[src/rtl/reg_pair_sequencer_pkg.sv]
// Package reg_file_pkg: shared definitions for the register-pair sequencer.
//   - op_e       : pair operation codes (LOAD, INC, DEC, READ)
//   - pair_e     : register-pair codes (BC, DE, HL, AZ)
//   - IDX_*      : 8-bit register-file indices (slot 6 reads as zero)
//   - state_e    : sequencer states
//   - pair_to_idx: maps a pair code to its {hi, lo} register indices
package reg_file_pkg;

  typedef enum logic [1:0] {
    OP_LOAD = 2'd0,
    OP_INC  = 2'd1,
    OP_DEC  = 2'd2,
    OP_READ = 2'd3
  } op_e;

  typedef enum logic [1:0] {
    PAIR_BC = 2'd0,
    PAIR_DE = 2'd1,
    PAIR_HL = 2'd2,
    PAIR_AZ = 2'd3
  } pair_e;

  localparam logic [2:0] IDX_B    = 3'd0;
  localparam logic [2:0] IDX_C    = 3'd1;
  localparam logic [2:0] IDX_D    = 3'd2;
  localparam logic [2:0] IDX_E    = 3'd3;
  localparam logic [2:0] IDX_H    = 3'd4;
  localparam logic [2:0] IDX_L    = 3'd5;
  localparam logic [2:0] IDX_ZERO = 3'd6;
  localparam logic [2:0] IDX_A    = 3'd7;

  typedef enum logic [1:0] {
    ST_IDLE,
    ST_WR_LO,
    ST_WR_HI,
    ST_DONE
  } state_e;

  typedef struct packed {
    logic [2:0] hi;
    logic [2:0] lo;
  } pair_idx_t;

  // AZ pairs A (high) with the read-as-zero slot (low).
  function automatic pair_idx_t pair_to_idx(input pair_e pair);
    pair_idx_t idx;
    case (pair)
      PAIR_BC: idx = '{hi: IDX_B, lo: IDX_C};
      PAIR_DE: idx = '{hi: IDX_D, lo: IDX_E};
      PAIR_HL: idx = '{hi: IDX_H, lo: IDX_L};
      default: idx = '{hi: IDX_A, lo: IDX_ZERO};
    endcase
    return idx;
  endfunction

endpackage

[src/rtl/reg_pair_sequencer_if.sv]
// Interface reg_pair_sequencer_if: bundles the pair-request, response,
// byte-write and register-file signals of reg_pair_sequencer.
//   master : requester / register-file side (drives requests and read data)
//   slave  : sequencer side (drives readies, response and register-file controls)
// Optional macro REG_PAIR_SEQ_WRAP_FLAG_EN adds resp_wrap.
interface reg_pair_sequencer_if;
  logic        req_valid;
  logic        req_ready;
  logic [1:0]  req_op;
  logic [1:0]  req_pair;
  logic [15:0] req_data;
  logic        resp_valid;
  logic [15:0] resp_data;
`ifdef REG_PAIR_SEQ_WRAP_FLAG_EN
  logic        resp_wrap;
`endif
  logic        byte_wr_valid;
  logic        byte_wr_ready;
  logic [2:0]  byte_wr_sel;
  logic [7:0]  byte_wr_data;
  logic [2:0]  rf_out1_sel;
  logic [2:0]  rf_out2_sel;
  logic [7:0]  rf_out1;
  logic [7:0]  rf_out2;
  logic [7:0]  rf_data_in;
  logic [2:0]  rf_data_in_sel;
  logic        rf_write_reg;

  modport master (
    output req_valid, req_op, req_pair, req_data,
    output byte_wr_valid, byte_wr_sel, byte_wr_data,
    output rf_out1, rf_out2,
    input  req_ready, resp_valid, resp_data, byte_wr_ready,
    input  rf_out1_sel, rf_out2_sel, rf_data_in, rf_data_in_sel, rf_write_reg
`ifdef REG_PAIR_SEQ_WRAP_FLAG_EN
    , input resp_wrap
`endif
  );

  modport slave (
    input  req_valid, req_op, req_pair, req_data,
    input  byte_wr_valid, byte_wr_sel, byte_wr_data,
    input  rf_out1, rf_out2,
    output req_ready, resp_valid, resp_data, byte_wr_ready,
    output rf_out1_sel, rf_out2_sel, rf_data_in, rf_data_in_sel, rf_write_reg
`ifdef REG_PAIR_SEQ_WRAP_FLAG_EN
    , output resp_wrap
`endif
  );
endinterface

[src/rtl/reg_pair_sequencer.sv]
// reg_pair_sequencer: owns the single write port of the 8-bit register file.
// Runs 16-bit pair operations (LOAD/INC/DEC/READ) as a low-byte write then a
// high-byte write, and arbitrates the port against single-byte writes.
// Ports:
//   clock : rising-edge clock
//   reset : asynchronous, active-high
//   bus   : reg_pair_sequencer_if.slave (request/response, byte write,
//           register-file read selects/data and write controls)
// Parameter BYTE_PRIORITY: 1 = byte write wins in IDLE, 0 = pair request wins.
// Optional macro REG_PAIR_SEQ_WRAP_FLAG_EN adds resp_wrap (INC/DEC wrap flag).
module reg_pair_sequencer
  import reg_file_pkg::*;
#(
  parameter bit BYTE_PRIORITY = 1'b1
) (
  input logic                 clock,
  input logic                 reset,
  reg_pair_sequencer_if.slave bus
);

  state_e      r_state;
  state_e      w_next_state;
  op_e         r_op;
  pair_e       r_pair;
  logic [15:0] r_result;

  op_e         w_req_op;
  pair_e       w_req_pair;
  pair_idx_t   w_cap_idx;
  pair_idx_t   w_rd_idx;
  logic [15:0] w_cur;
  logic [15:0] w_new_result;
  logic        w_req_ready;
  logic        w_byte_ready;
  logic        w_accept;
  logic        w_we;
  logic [2:0]  w_wsel;
  logic [7:0]  w_wdata;
  logic        w_resp_valid;

  assign w_req_op   = op_e'(bus.req_op);
  assign w_req_pair = pair_e'(bus.req_pair);
  assign w_cap_idx  = pair_to_idx(r_pair);
  assign w_cur      = {bus.rf_out1, bus.rf_out2};
  assign w_accept   = bus.req_valid && w_req_ready;

  // In IDLE the read selects follow req_pair, so w_cur already holds the
  // requested pair's current value in the accept cycle.
  always_comb begin
    case (w_req_op)
      OP_LOAD: w_new_result = bus.req_data;
      OP_INC:  w_new_result = w_cur + 16'd1;
      OP_DEC:  w_new_result = w_cur - 16'd1;
      default: w_new_result = w_cur;
    endcase
  end

`ifdef REG_PAIR_SEQ_WRAP_FLAG_EN
  logic r_wrap;
  logic w_new_wrap;

  assign w_new_wrap = ((w_req_op == OP_INC) && (w_cur == '1)) ||
                      ((w_req_op == OP_DEC) && (w_cur == '0));
  assign bus.resp_wrap = w_resp_valid & r_wrap;

  always_ff @(posedge clock or posedge reset) begin
    if (reset) begin
      r_wrap <= 1'b0;
    end else if (w_accept) begin
      r_wrap <= w_new_wrap;
    end
  end
`endif

  always_ff @(posedge clock or posedge reset) begin
    if (reset) begin
      r_state  <= ST_IDLE;
      r_op     <= OP_LOAD;
      r_pair   <= PAIR_BC;
      r_result <= '0;
    end else begin
      r_state <= w_next_state;
      if (w_accept) begin
        r_op     <= w_req_op;
        r_pair   <= w_req_pair;
        r_result <= w_new_result;
      end
    end
  end

  always_comb begin
    w_next_state = r_state;
    w_req_ready  = 1'b0;
    w_byte_ready = 1'b0;
    w_we         = 1'b0;
    w_wsel       = '0;
    w_wdata      = '0;
    w_resp_valid = 1'b0;
    w_rd_idx     = w_cap_idx;

    case (r_state)
      ST_IDLE: begin
        w_rd_idx = pair_to_idx(w_req_pair);
        if (BYTE_PRIORITY) begin
          w_byte_ready = 1'b1;
          w_req_ready  = !bus.byte_wr_valid;
        end else begin
          w_req_ready  = 1'b1;
          w_byte_ready = !bus.req_valid;
        end
        if (bus.req_valid && w_req_ready) begin
          w_next_state = (w_req_op == OP_READ) ? ST_DONE : ST_WR_LO;
        end
        if (bus.byte_wr_valid && w_byte_ready) begin
          w_we    = 1'b1;
          w_wsel  = bus.byte_wr_sel;
          w_wdata = bus.byte_wr_data;
        end
      end
      // READ never enters the write states; the op gate keeps the port
      // quiet even if it somehow did.
      ST_WR_LO: begin
        w_we         = (r_op != OP_READ);
        w_wsel       = w_cap_idx.lo;
        w_wdata      = r_result[7:0];
        w_next_state = ST_WR_HI;
      end
      ST_WR_HI: begin
        w_we         = (r_op != OP_READ);
        w_wsel       = w_cap_idx.hi;
        w_wdata      = r_result[15:8];
        w_next_state = ST_DONE;
      end
      ST_DONE: begin
        w_resp_valid = 1'b1;
        w_next_state = ST_IDLE;
      end
      default: w_next_state = ST_IDLE;
    endcase

    // Hold every combinational output at its reset value while reset is
    // asserted, including the IDLE decode of req_pair.
    if (reset) begin
      w_req_ready  = 1'b0;
      w_byte_ready = 1'b0;
      w_we         = 1'b0;
      w_wsel       = '0;
      w_wdata      = '0;
      w_resp_valid = 1'b0;
      w_rd_idx     = '0;
    end
  end

  assign bus.req_ready      = w_req_ready;
  assign bus.byte_wr_ready  = w_byte_ready;
  assign bus.resp_valid     = w_resp_valid;
  assign bus.resp_data      = w_resp_valid ? r_result : '0;
  assign bus.rf_out1_sel    = w_rd_idx.hi;
  assign bus.rf_out2_sel    = w_rd_idx.lo;
  assign bus.rf_write_reg   = w_we;
  assign bus.rf_data_in_sel = w_wsel;
  assign bus.rf_data_in     = w_wdata;

endmodule

[src/flat_wrapper.sv]
// flat-port wrapper written by rule: the top's interface ports become plain ports
module reg_pair_sequencer_flat import reg_file_pkg::*;
#(
  parameter bit BYTE_PRIORITY = 1'b1
)
  (clock, reset, bus_req_valid, bus_req_op, bus_req_pair, bus_req_data, bus_byte_wr_valid, bus_byte_wr_sel, bus_byte_wr_data, bus_rf_out1, bus_rf_out2, bus_req_ready, bus_resp_valid, bus_resp_data, bus_byte_wr_ready, bus_rf_out1_sel, bus_rf_out2_sel, bus_rf_data_in, bus_rf_data_in_sel, bus_rf_write_reg);
  reg_pair_sequencer_if bus_i ();
  input logic clock;
  input logic reset;
  input wire logic [$bits(bus_i.req_valid)-1:0] bus_req_valid;
  input wire logic [$bits(bus_i.req_op)-1:0] bus_req_op;
  input wire logic [$bits(bus_i.req_pair)-1:0] bus_req_pair;
  input wire logic [$bits(bus_i.req_data)-1:0] bus_req_data;
  input wire logic [$bits(bus_i.byte_wr_valid)-1:0] bus_byte_wr_valid;
  input wire logic [$bits(bus_i.byte_wr_sel)-1:0] bus_byte_wr_sel;
  input wire logic [$bits(bus_i.byte_wr_data)-1:0] bus_byte_wr_data;
  input wire logic [$bits(bus_i.rf_out1)-1:0] bus_rf_out1;
  input wire logic [$bits(bus_i.rf_out2)-1:0] bus_rf_out2;
  output wire logic [$bits(bus_i.req_ready)-1:0] bus_req_ready;
  output wire logic [$bits(bus_i.resp_valid)-1:0] bus_resp_valid;
  output wire logic [$bits(bus_i.resp_data)-1:0] bus_resp_data;
  output wire logic [$bits(bus_i.byte_wr_ready)-1:0] bus_byte_wr_ready;
  output wire logic [$bits(bus_i.rf_out1_sel)-1:0] bus_rf_out1_sel;
  output wire logic [$bits(bus_i.rf_out2_sel)-1:0] bus_rf_out2_sel;
  output wire logic [$bits(bus_i.rf_data_in)-1:0] bus_rf_data_in;
  output wire logic [$bits(bus_i.rf_data_in_sel)-1:0] bus_rf_data_in_sel;
  output wire logic [$bits(bus_i.rf_write_reg)-1:0] bus_rf_write_reg;
  assign bus_i.req_valid = bus_req_valid;
  assign bus_i.req_op = bus_req_op;
  assign bus_i.req_pair = bus_req_pair;
  assign bus_i.req_data = bus_req_data;
  assign bus_i.byte_wr_valid = bus_byte_wr_valid;
  assign bus_i.byte_wr_sel = bus_byte_wr_sel;
  assign bus_i.byte_wr_data = bus_byte_wr_data;
  assign bus_i.rf_out1 = bus_rf_out1;
  assign bus_i.rf_out2 = bus_rf_out2;
  assign bus_req_ready = bus_i.req_ready;
  assign bus_resp_valid = bus_i.resp_valid;
  assign bus_resp_data = bus_i.resp_data;
  assign bus_byte_wr_ready = bus_i.byte_wr_ready;
  assign bus_rf_out1_sel = bus_i.rf_out1_sel;
  assign bus_rf_out2_sel = bus_i.rf_out2_sel;
  assign bus_rf_data_in = bus_i.rf_data_in;
  assign bus_rf_data_in_sel = bus_i.rf_data_in_sel;
  assign bus_rf_write_reg = bus_i.rf_write_reg;
  reg_pair_sequencer #(.BYTE_PRIORITY(BYTE_PRIORITY)) u_core (.clock(clock), .reset(reset), .bus(bus_i));
endmodule
[config.mk]
export PLATFORM = sky130hd
export DESIGN_NAME = reg_pair_sequencer_flat
export DESIGN_NICKNAME = d
export VERILOG_FILES = /design/src/rtl/reg_pair_sequencer_pkg.sv /design/src/rtl/reg_pair_sequencer_if.sv /design/src/rtl/reg_pair_sequencer.sv /design/src/flat_wrapper.sv
export SDC_FILE = /design/constraint.sdc
export NUM_CORES = 1
export LEC_CHECK = 0
export BUFFER_PORTS_ARGS = -buffer_cell sky130_fd_sc_hd__buf_2
export CAP_MARGIN = 0
export CORE_AREA = 2 2 75 77
export DETAILED_ROUTE_END_ITERATION = 10
export DIE_AREA = 0 0 77 79
export GPL_TIMING_DRIVEN = 0
export PLACE_DENSITY = 0.81
export SLEW_MARGIN = 25
export SYNTH_ARGS = -nofsm -noshare
export SYNTH_HDL_FRONTEND = slang
export SYNTH_SLANG_ARGS = --single-unit
export TNS_END_PERCENT = 50
[constraint.sdc]
create_clock -name clock -period 6.2 [get_ports clock]
set_input_delay 1.24 -clock clock [delete_from_list [all_inputs] [get_ports clock]]
set_output_delay 1.24 -clock clock [all_outputs]
set_load 0.02 [all_outputs]
==> flow_summary.toml, run 1 <==
[outcome]
status = "completed"

[pwr]
pwr_density_cell_nw_per_um2 = 268
share_of_power_burned_in_registers_pct = 30.8
logic_pwr_share_pct = 59.8
power.ir.vdd_worst_uv = 158
internal_power_mw = 0.474
p_sw_mw = 0.435
net_switching_fraction_of_the_power_pct = 47.9
power.static_leakage_nw = 1.56
pwr-share-clk_pct = 9.4

[synthesis]
synth_ff_type = "sky130_fd_sc_hd__dfrtp_1"
postSynthRegisterBits = 22
post_synthesis_instance_area_sq_um = 2840
async_reset_ff_share_pct = 100
synth_edf_count = 0
synthCells = 391
ys_warn_count = 0
synth.avg_cell_area_sq_um = 7.26
synth_seq_area_share_pct = 19.4
synth.lib_cells_used.distinct = 65
synth_fp_nets = 453

[sta]
finalSetupViolCount = 0
max_slew_margin_pct = 46.3
worst-slew-pin-transition_ns = 0.805
final_clock_period_utilization_by_the_worst_path_pct = 77.7
hold_violations = 0
final.setup_skew_ns = 0.00382
setup_total_negative_slack_ns = 0
grt_setup_unrepaired = "no"
slew_viol_final = 0
post-route-min-period_ns = 4.82
max_freq_mhz = 208

[worst_setup_path]
critPathMaxStageDelay_ns = 0.49
critPathMostFrequentCell = "sky130_fd_sc_hd__buf_2"
timing.critical_path.from_type = "input port"
worst_path_max_delay_cell = "sky130_fd_sc_hd__a311oi_2"
cp_data_required_time_ns = 6.32
setup.worst_path.class = "input port to flip-flop"
timing.critical_path.to_type = "flip-flop"
cp_cell_sequence = "buf_2 > inv_1 > ha_1 > buf_2 > buf_2 > buf_2 > xor2_1 > ha_1 > and4b_1 > a2111o_1 > a311oi_2 > a211oi_1 > o31ai_1 > a21oi_1"
worstPathArrival_ns = 4.94
critical_path.max_fanout = 10

[die]
die_w_um = 77
floorplan.die.height_um = 79
io_pins = 88
die-area_sq_um = 6080
total_core_area_sq_um = 5340
rows = 27
initial_utilization_pct = 53.2

[drt]
remaining_drc_errors = 0
detail_route.wirelength_um = 9200
antenna_violating_nets_post_route = 0
via_count = 3392
drt-wirelength-per-cell_um = 16.8
vias_per_cell = 6.18
dr_pass1_iterations = 5
detail_route.iter0.violations = 302

[cts]
cts_tree = "done"
clock_sinks = 22
clock_tree.htree_level_count = 1
numCtsBuffers = 3
resized_gates_after_cts = 0
clkTransAtPathRegs_ns = 0.07
clock_tree.buffer_depth = 2
cts-root-buf = "sky130_fd_sc_hd__clkbuf_8"
insertion_delay_ns = 0.26
postCtsSetupRepairBufs = 0
cts_hold_fix_bufs = 0

[global_routing]
via_count_of_the_first_global_routing_pass = 3076
grt_first_pass_wirelength_um = 14800
grt_max_degree = 24
gr-usage-all-layers_pct = 29.7
grt-ovfl-total = 0
antenna_found_initial = 0

[worst_hold_path]
path_class_of_the_lowest_slack_min_delay_path = "flip-flop to flip-flop"

[final_layout]
num-nets-final = 541
finalInstanceArea_sq_um = 3390
syn2layout_area_growth_pct = 19.3
postLayoutCoreUtil_pct = 63.5
layout.cells.non_filler = 549
most-common-layout-cells = "sky130_fd_sc_hd__buf_2 (95), sky130_fd_sc_hd__nor2_1 (40), sky130_fd_sc_hd__nand2_1 (38)"
diodes = 0
most_common_cell_after_layout_fill_and_taps_aside = "sky130_fd_sc_hd__buf_2"
final_layout_size_suffix_gt1_share_pct = 24.9

[place]
dp.final_hpwl_um = 7270
placed_cell_area_sq_um = 3350
gp_congestion = 0.955
port-buffer-count = 83
dp.cells = 546

[run]
max-cap-violations = 0
[path summary, 6_finish.rpt]
| kind | start | to | slack (ns) | depth (start not counted) |
|---|---|---|---|---|
| max in group asynchronous | reset | u_core.r_result[11] | 4.50 | 2 |
| min in group asynchronous | reset | u_core.r_result[0] | 1.20 | 2 |
| setup reg to reg | u_core.r_state[0] | u_core.r_result[13] | 3.61 | 9 |
| setup / recovery | bus_req_op[0] | u_core.r_result[10] | 1.38 | 14 |
| hold / removal | u_core.r_op[1] | u_core.r_op[1] | 0.49 | 2 |
| hold reg to reg | u_core.r_op[1] | u_core.r_op[1] | 0.49 | 2 |
[layout make-up]
cell class,count,area (sq um)
Tap cell,72,90.1
Clock buffer,3,41.3
Buffer,39,188
Multi-Input combinational cell,315,2050
Sequential cell,22,551
Timing Repair Buffer,83,415
Inverter,15,56.3
Fill cell,521,1950
[registers in the layout, summed over array words and instances, names as in the netlist]
| register | count |
|---|---|
| u_core.r_pair | 2 |
| u_core.r_result | 16 |
| u_core.r_op | 2 |
| u_core.r_state | 2 |
[routing by layer]
metal / GRT usage, % / up-vias / wire (um)
li1: - / 1615 / -
met1: 38.5 / 1551 / 3800
met2: 52.3 / 202 / 4360
met3: 2.50 / 24 / 819
met4: 10.4 / 0 / 229
met5: 0 / - / 0
[through the flow]
stage / hold slack, ns / setup slack (ns) / total power, mW
after CTS: 0.489 / 1.50 / 0.903
after global placement: 0.464 / 1.27 / 0.802
final: 0.485 / 1.38 / 0.908
after global routing: 0.540 / 1.23 / 0.974
after detailed placement: 0.471 / 1.25 / 0.817
after floorplan: 0.450 / 2.13 / 0.649
[Yosys cell counts (all sizes together), types with 7 or more instances]
master  count  area [sq um]
a211oi      7          52.6
a21oi      34           178
a221oi      7          67.6
a222oi      8          80.1
and2       20           125
buf        17           105
clkbuf     22          82.6
dfrtp      22           551
ha         11           138
inv        15          56.3
nand2      38           143
nand2b      7          43.8
nor2       40           150
nor2b       8          50.1
o21ai      24           120
[power groups by stage]
stage / logic [mW] / clock network [mW] / registers [mW]
global route: 0.595 / 0.0903 / 0.289
CTS: 0.538 / 0.0863 / 0.279
global placement: 0.525 / 0 / 0.277
floorplan: 0.396 / 0 / 0.253
detailed placement: 0.535 / 0 / 0.282
finish: 0.543 / 0.0853 / 0.280
[critical path: cells and delay by family]
family,cells,cell delay [ns]
AO/OA/AOI/OAI,5,1.63
buffers and inverters,5,1.10
adder cells (fa/ha/maj),2,0.64
AND/OR/NAND/NOR,1,0.22
XOR/XNOR,1,0.10
[cell families after synthesis]
kind of cell,Yosys count,share of synthesized area [%]
multiplexers,9,3.39
flip-flops,22,19.4
XOR/XNOR,10,3.08
AND/OR/NAND/NOR,148,26.5
buffers and inverters,54,8.59
adder cells (fa/ha/maj),11,4.85
AO/OA/AOI/OAI,137,34.2
(Power assumes the default switching activity.)
==> run 2: changes to the inputs <==
Settings changed: CORE_AREA 2 2 75 77 to 2 2 80 82, DIE_AREA 0 0 77 79 to 0 0 82 84, PLACE_DENSITY 0.81 to 0.75.
Clock period 6.2 ns to 4 ns, I/O delays scaled along.
==> run 2 against run 1 <==
Compared with the run above:
- clock skew rose by 0.0026 ns
- design area rose by 2.1%
- routed wire length fell by 1.2%
- flip-flop and latch count did not move
- register-to-register slack got worse by 2.1 ns
- power rose by 64%
- critical path type unchanged
- critical path depth did not move
- hold slack got worse by 0.0048 ns
- sequential share of layout area fell by 0.34 points
- highest routed layer unchanged
- via count fell by 1.1%
==> flow_summary.toml, run 2 (synthesis results as in run 1) <==
[outcome]
status = "completed"

[place]
dp.cells = 551
dp.final_hpwl_um = 7280
placed_cell_area_sq_um = 3350
port-buffer-count = 83
pre_cts_ws_ns = -0.480
gp_congestion = 0.936

[worst_hold_path]
hold_path.startpoint = "u_core.r_op[1]"
path_class_of_the_lowest_slack_min_delay_path = "flip-flop to flip-flop"
timing.hold.worst_path_depth = 2
hold_path_end = "u_core.r_op[1]"

[worst_setup_path]
worstPathArrival_ns = 4.02
reg2reg_slack_ns = 1.48
timing.critical_path.to_type = "flip-flop"
reg_to_reg_start = "u_core.r_state[1]"
critical_path.max_fanout = 10
cp_data_required_time_ns = 4.13
r2r.worst_path.cells = 9
r2r_end = "u_core.r_result[13]"
timing.critical_path.from_type = "input port"
setup.worst_path.class = "input port to flip-flop"

[final_layout]
finalInstanceArea_sq_um = 3460
postLayoutCoreUtil_pct = 56.8
syn2layout_area_growth_pct = 21.8
most_common_cell_after_layout_fill_and_taps_aside = "sky130_fd_sc_hd__buf_2"
num-nets-final = 541
number_of_flip_flops_in_the_largest_register = 16
diodes = 0
final_layout_size_suffix_gt1_share_pct = 25.5
top_register = "u_core.r_result"
layout.cells.non_filler = 555
most-common-layout-cells = "sky130_fd_sc_hd__buf_2 (93), sky130_fd_sc_hd__nor2_1 (40), sky130_fd_sc_hd__nand2_1 (38)"

[global_routing]
grt_first_pass_wirelength_um = 14500
grt_max_degree = 24
via_count_of_the_first_global_routing_pass = 3018
gr-usage-all-layers_pct = 26.7
grt-ovfl-total = 0
antenna_found_initial = 0

[die]
io_pins = 88
floorplan.die.height_um = 84
total_core_area_sq_um = 6100
initial_utilization_pct = 46.6
rows = 29
die_w_um = 82
die-area_sq_um = 6890

[run]
max-cap-violations = 0

[sta]
setup_ws_ns = 0.111
max_slew_margin_pct = 45.8
final_clock_period_utilization_by_the_worst_path_pct = 97.2
setup_total_negative_slack_ns = 0
max_freq_mhz = 257
hold_violations = 0
grt_setup_unrepaired = "yes"
post-route-min-period_ns = 3.89
final.setup_skew_ns = 0.00639
finalSetupViolCount = 0
slew_viol_final = 0
hold_slack_ns = 0.480
worst-slew-pin-transition_ns = 0.812

[drt]
detail_route.iter0.violations = 286
detail_route.wirelength_um = 9090
remaining_drc_errors = 0
antenna_violating_nets_post_route = 0
vias_per_cell = 6.05
via_count = 3356
dr_pass1_iterations = 5
drt-wirelength-per-cell_um = 16.4

[pwr]
pwr_density_cell_nw_per_um2 = 429
power.static_leakage_nw = 1.58
design_power_total_mw = 1.49
power.ir.vdd_worst_uv = 313

[cts]
cts_tree = "done"
clkTransAtPathRegs_ns = 0.08
cts-root-buf = "sky130_fd_sc_hd__clkbuf_8"
clock_tree.buffer_depth = 2
numCtsBuffers = 3
clock_sinks = 22
cts_hold_fix_bufs = 0
insertion_delay_ns = 0.26
clock_tree.htree_level_count = 1
run 2: layout make-up:
| type | instances | area (sq um) |
|---|---|---|
| buffer | 39 | 193 |
| clock inverter | 1 | 30.0 |
| tap | 77 | 96.3 |
| multi-input combinational | 315 | 2080 |
| clock buffer | 3 | 41.3 |
| timing repair buffer | 83 | 415 |
| fill | 594 | 2640 |
| sequential | 22 | 551 |
| inverter | 15 | 56.3 |
run 2: per-layer routing:
layer,vias to the layer above,part of all wire (%),wire length (um),GRT usage (%)
li1,1617,-,-,-
met1,1530,42,3820,35.4
met2,193,47,4260,45.1
met3,16,9.1,824,1.95
met4,0,2.1,193,8.64
met5,-,0,0,0
run 2: worst max path at each step:
| stage | startpoint | to | slack, ns | cells after the start |
|---|---|---|---|---|
| 3_5_place_dp | bus_req_op[0] | u_core.r_result[14] | -0.48 | 14 |
| 5_1_grt | bus_req_op[0] | u_core.r_result[10] | -0.09 | 14 |
| 3_3_place_gp | bus_req_op[0] | u_core.r_result[10] | -0.46 | 14 |
| 2_1_floorplan | bus_req_op[0] | u_core.r_result[14] | 0.37 | 13 |
| 6_report | bus_req_op[0] | u_core.r_result[10] | 0.11 | 14 |
| 4_1_cts | bus_req_op[0] | u_core.r_result[14] | 0.02 | 14 |
run 2: worst max-delay path: stages:
cell and delay [ns]:
sky130_fd_sc_hd__buf_2 0.11, sky130_fd_sc_hd__inv_1 0.15, sky130_fd_sc_hd__ha_4 0.22, sky130_fd_sc_hd__buf_2 0.22
sky130_fd_sc_hd__clkbuf_4 0.25, sky130_fd_sc_hd__buf_4 0.21, sky130_fd_sc_hd__xor2_1 0.09, sky130_fd_sc_hd__ha_1 0.25
sky130_fd_sc_hd__and4b_1 0.22, sky130_fd_sc_hd__a2111o_1 0.48, sky130_fd_sc_hd__a311oi_4 0.34, sky130_fd_sc_hd__a211oi_1 0.10
sky130_fd_sc_hd__o31ai_1 0.43, sky130_fd_sc_hd__a21oi_1 0.14
run 2: report_power, final:
group	internal [mW]	switching, mW	leakage, nW	total, mW
Sequential	0.331	0.106	0.267	0.437
Combinational	0.340	0.505	1.27	0.844
Clock	0.134	0.0701	0.0357	0.204
run 2: repair_timing:
action	CTS	global route
setup buffers	0	0
pin swaps	0	1
endpoints found under the setup margin	2	3
resized for setup	3	3
==> run 3: changes to the inputs <==
Settings changed: CELL_PAD_IN_SITES_DETAIL_PLACEMENT set to 1, CELL_PAD_IN_SITES_GLOBAL_PLACEMENT set to 1, CORE_AREA 2 2 80 82 to 2 2 96 98, DIE_AREA 0 0 82 84 to 0 0 98 100, PLACE_DENSITY 0.75 to 0.73.
Clock period 4 ns to 3.2 ns, I/O delays scaled along.
==> run 3 against run 2 <==
Compared with the run above:
- first-iteration DRC count decreased by 47%
- flip-flop and latch count unchanged
- design area up 2.4%
- setup slack improved by 0.062 ns
- register-to-register slack lost 0.77 ns
- routed wire length is 20% higher
- non-clock buffer count up 2
- sequential share of layout area fell by 0.38 points
- critical endpoint is now u_core.r_result[14]
==> flow_summary.toml, run 3 (synthesis results as in run 1) <==
[pwr]
pwr_density_cell_nw_per_um2 = 522
design_power_total_mw = 1.85
power.static_leakage_nw = 1.59
power.ir.vdd_worst_uv = 164

[sta]
worst-slew-pin-transition_ns = 0.831
hold_slack_ns = 0.492
setup_ws_ns = 0.173
setup_total_negative_slack_ns = 0
final.setup_skew_ns = 0.00356
max_freq_mhz = 330
finalSetupViolCount = 0
hold_violations = 0
max_slew_margin_pct = 44.6
post-route-min-period_ns = 3.03
grt_setup_unrepaired = "yes"
slew_viol_final = 0
final_clock_period_utilization_by_the_worst_path_pct = 94.6

[drt]
vias_per_cell = 5.65
via_count = 3342
detail_route.iter0.violations = 153
antenna_violating_nets_post_route = 0
remaining_drc_errors = 0
detail_route.wirelength_um = 10900
drt-wirelength-per-cell_um = 18.5
dr_pass1_iterations = 4

[die]
die-area_sq_um = 9800
floorplan.die.height_um = 100
io_pins = 88
die_w_um = 98
total_core_area_sq_um = 8890
rows = 35
initial_utilization_pct = 31.9

[outcome]
status = "completed"

[worst_hold_path]
hold_path.startpoint = "u_core.r_op[0]"
timing.hold.worst_path_depth = 2
path_class_of_the_lowest_slack_min_delay_path = "flip-flop to flip-flop"
hold_path_end = "u_core.r_op[0]"

[worst_setup_path]
cp_data_required_time_ns = 3.36
timing.critical_path.from_type = "input port"
critical_path.max_fanout = 19
worstPathArrival_ns = 3.19
setup.worst_path.class = "input port to flip-flop"
r2r_end = "u_core.r_result[13]"
r2r.worst_path.cells = 8
reg_to_reg_start = "u_core.r_state[0]"
reg2reg_slack_ns = 0.71
worst_setup_path_startpoint = "bus_req_op[0]"
timing.critical_path.to_type = "flip-flop"

[final_layout]
diodes = 0
final_layout_size_suffix_gt1_share_pct = 26.9
layout.area.seq_sq_um = 551
final.fill_count = 1180
top_register = "u_core.r_result"
most_common_cell_after_layout_fill_and_taps_aside = "sky130_fd_sc_hd__buf_2"
most-common-layout-cells = "sky130_fd_sc_hd__buf_2 (92), sky130_fd_sc_hd__nor2_1 (40), sky130_fd_sc_hd__nand2_1 (38)"
syn2layout_area_growth_pct = 24.8
number_of_flip_flops_in_the_largest_register = 16
multi_input_comb_area_sq_um = 2110
num-nets-final = 543

[cts]
cts-root-buf = "sky130_fd_sc_hd__clkbuf_8"
clock_sinks = 22
numCtsBuffers = 3
clkTransAtPathRegs_ns = 0.08
clock_tree.htree_level_count = 1
insertion_delay_ns = 0.26
clock_tree.buffer_depth = 2
cts_tree = "done"

[global_routing]
antenna_found_initial = 0
gr-usage-all-layers_pct = 22.0
grt_first_pass_wirelength_um = 17500
grt-ovfl-total = 0
grt_max_degree = 24
via_count_of_the_first_global_routing_pass = 3418

[place]
dp.final_hpwl_um = 8860
port-buffer-count = 83
pre_cts_ws_ns = -0.692
gp_congestion = 0.907

[run]
max-cap-violations = 0
==> run 3: cell types whose count changed in the layout (fill, tap and decap cells not counted), sizes merged <==
cell    change
bufinv      -1
clkbuf      -1
buf         +4
==> run 3: worst max-delay path: stages <==
cell and delay, ns:
sky130_fd_sc_hd__buf_2 0.11, sky130_fd_sc_hd__inv_2 0.11, sky130_fd_sc_hd__ha_4 0.16, sky130_fd_sc_hd__buf_6 0.19, sky130_fd_sc_hd__buf_6 0.18, sky130_fd_sc_hd__xor2_1 0.08
sky130_fd_sc_hd__ha_2 0.20, sky130_fd_sc_hd__nor4bb_1 0.14, sky130_fd_sc_hd__a2111o_1 0.42, sky130_fd_sc_hd__a311oi_4 0.36, sky130_fd_sc_hd__o221ai_2 0.19, sky130_fd_sc_hd__xnor2_2 0.18
sky130_fd_sc_hd__o32ai_1 0.23
==> run 3: layout make-up <==
| cell class | instances | share of cell area, % |
|---|---|---|
| plain buffers | 37 | 5.40 |
| clock buffers | 4 | 1.55 |
| inverters | 15 | 1.59 |
| multi-input cells | 315 | 59.4 |
| flip-flops and latches | 22 | 15.5 |
| well taps | 111 | 3.92 |
| repair buffers | 87 | 12.6 |
==> run 3: worst max path at each step <==
| stage | to |
|---|---|
| 2_1_floorplan | u_core.r_result[14] |
| 6_report | u_core.r_result[14] |
| 5_1_grt | u_core.r_result[10] |
| 4_1_cts | u_core.r_result[14] |
| 3_5_place_dp | u_core.r_result[10] |
| 3_3_place_gp | u_core.r_result[10] |
==> run 3: metal layers <==
layer	global-route usage, %	part of all wire [%]
met5	0	0
met4	8.65	3.1
met3	2.58	5.3
met2	37.9	47
met1	28.2	44
==> run 3: report_power, final <==
part / internal [mW] / leakage (nW) / switching (mW)
logic: 0.433 / 1.30 / 0.662
clock network: 0.110 / 0.0288 / 0.0842
registers: 0.414 / 0.267 / 0.149
total: 0.956 / 1.59 / 0.895
==> run 3: repair_timing <==
item,4_1_cts,5_1_grt
cloned,0,0
setup endpoints to repair,5,13
setup buffers,4,0
pin swaps,7,3
resized for setup,5,4
hold buffers,0,0
==> run 3: through the flow <==
stage,std cells,utilization (%),instance area [sq um]
after floorplan,391,-,2870
after global placement,585,38.5,3420
after detailed placement,585,38.5,3420
after CTS,592,39.7,3530
after global routing,591,39.9,3540
final,591,39.9,3540
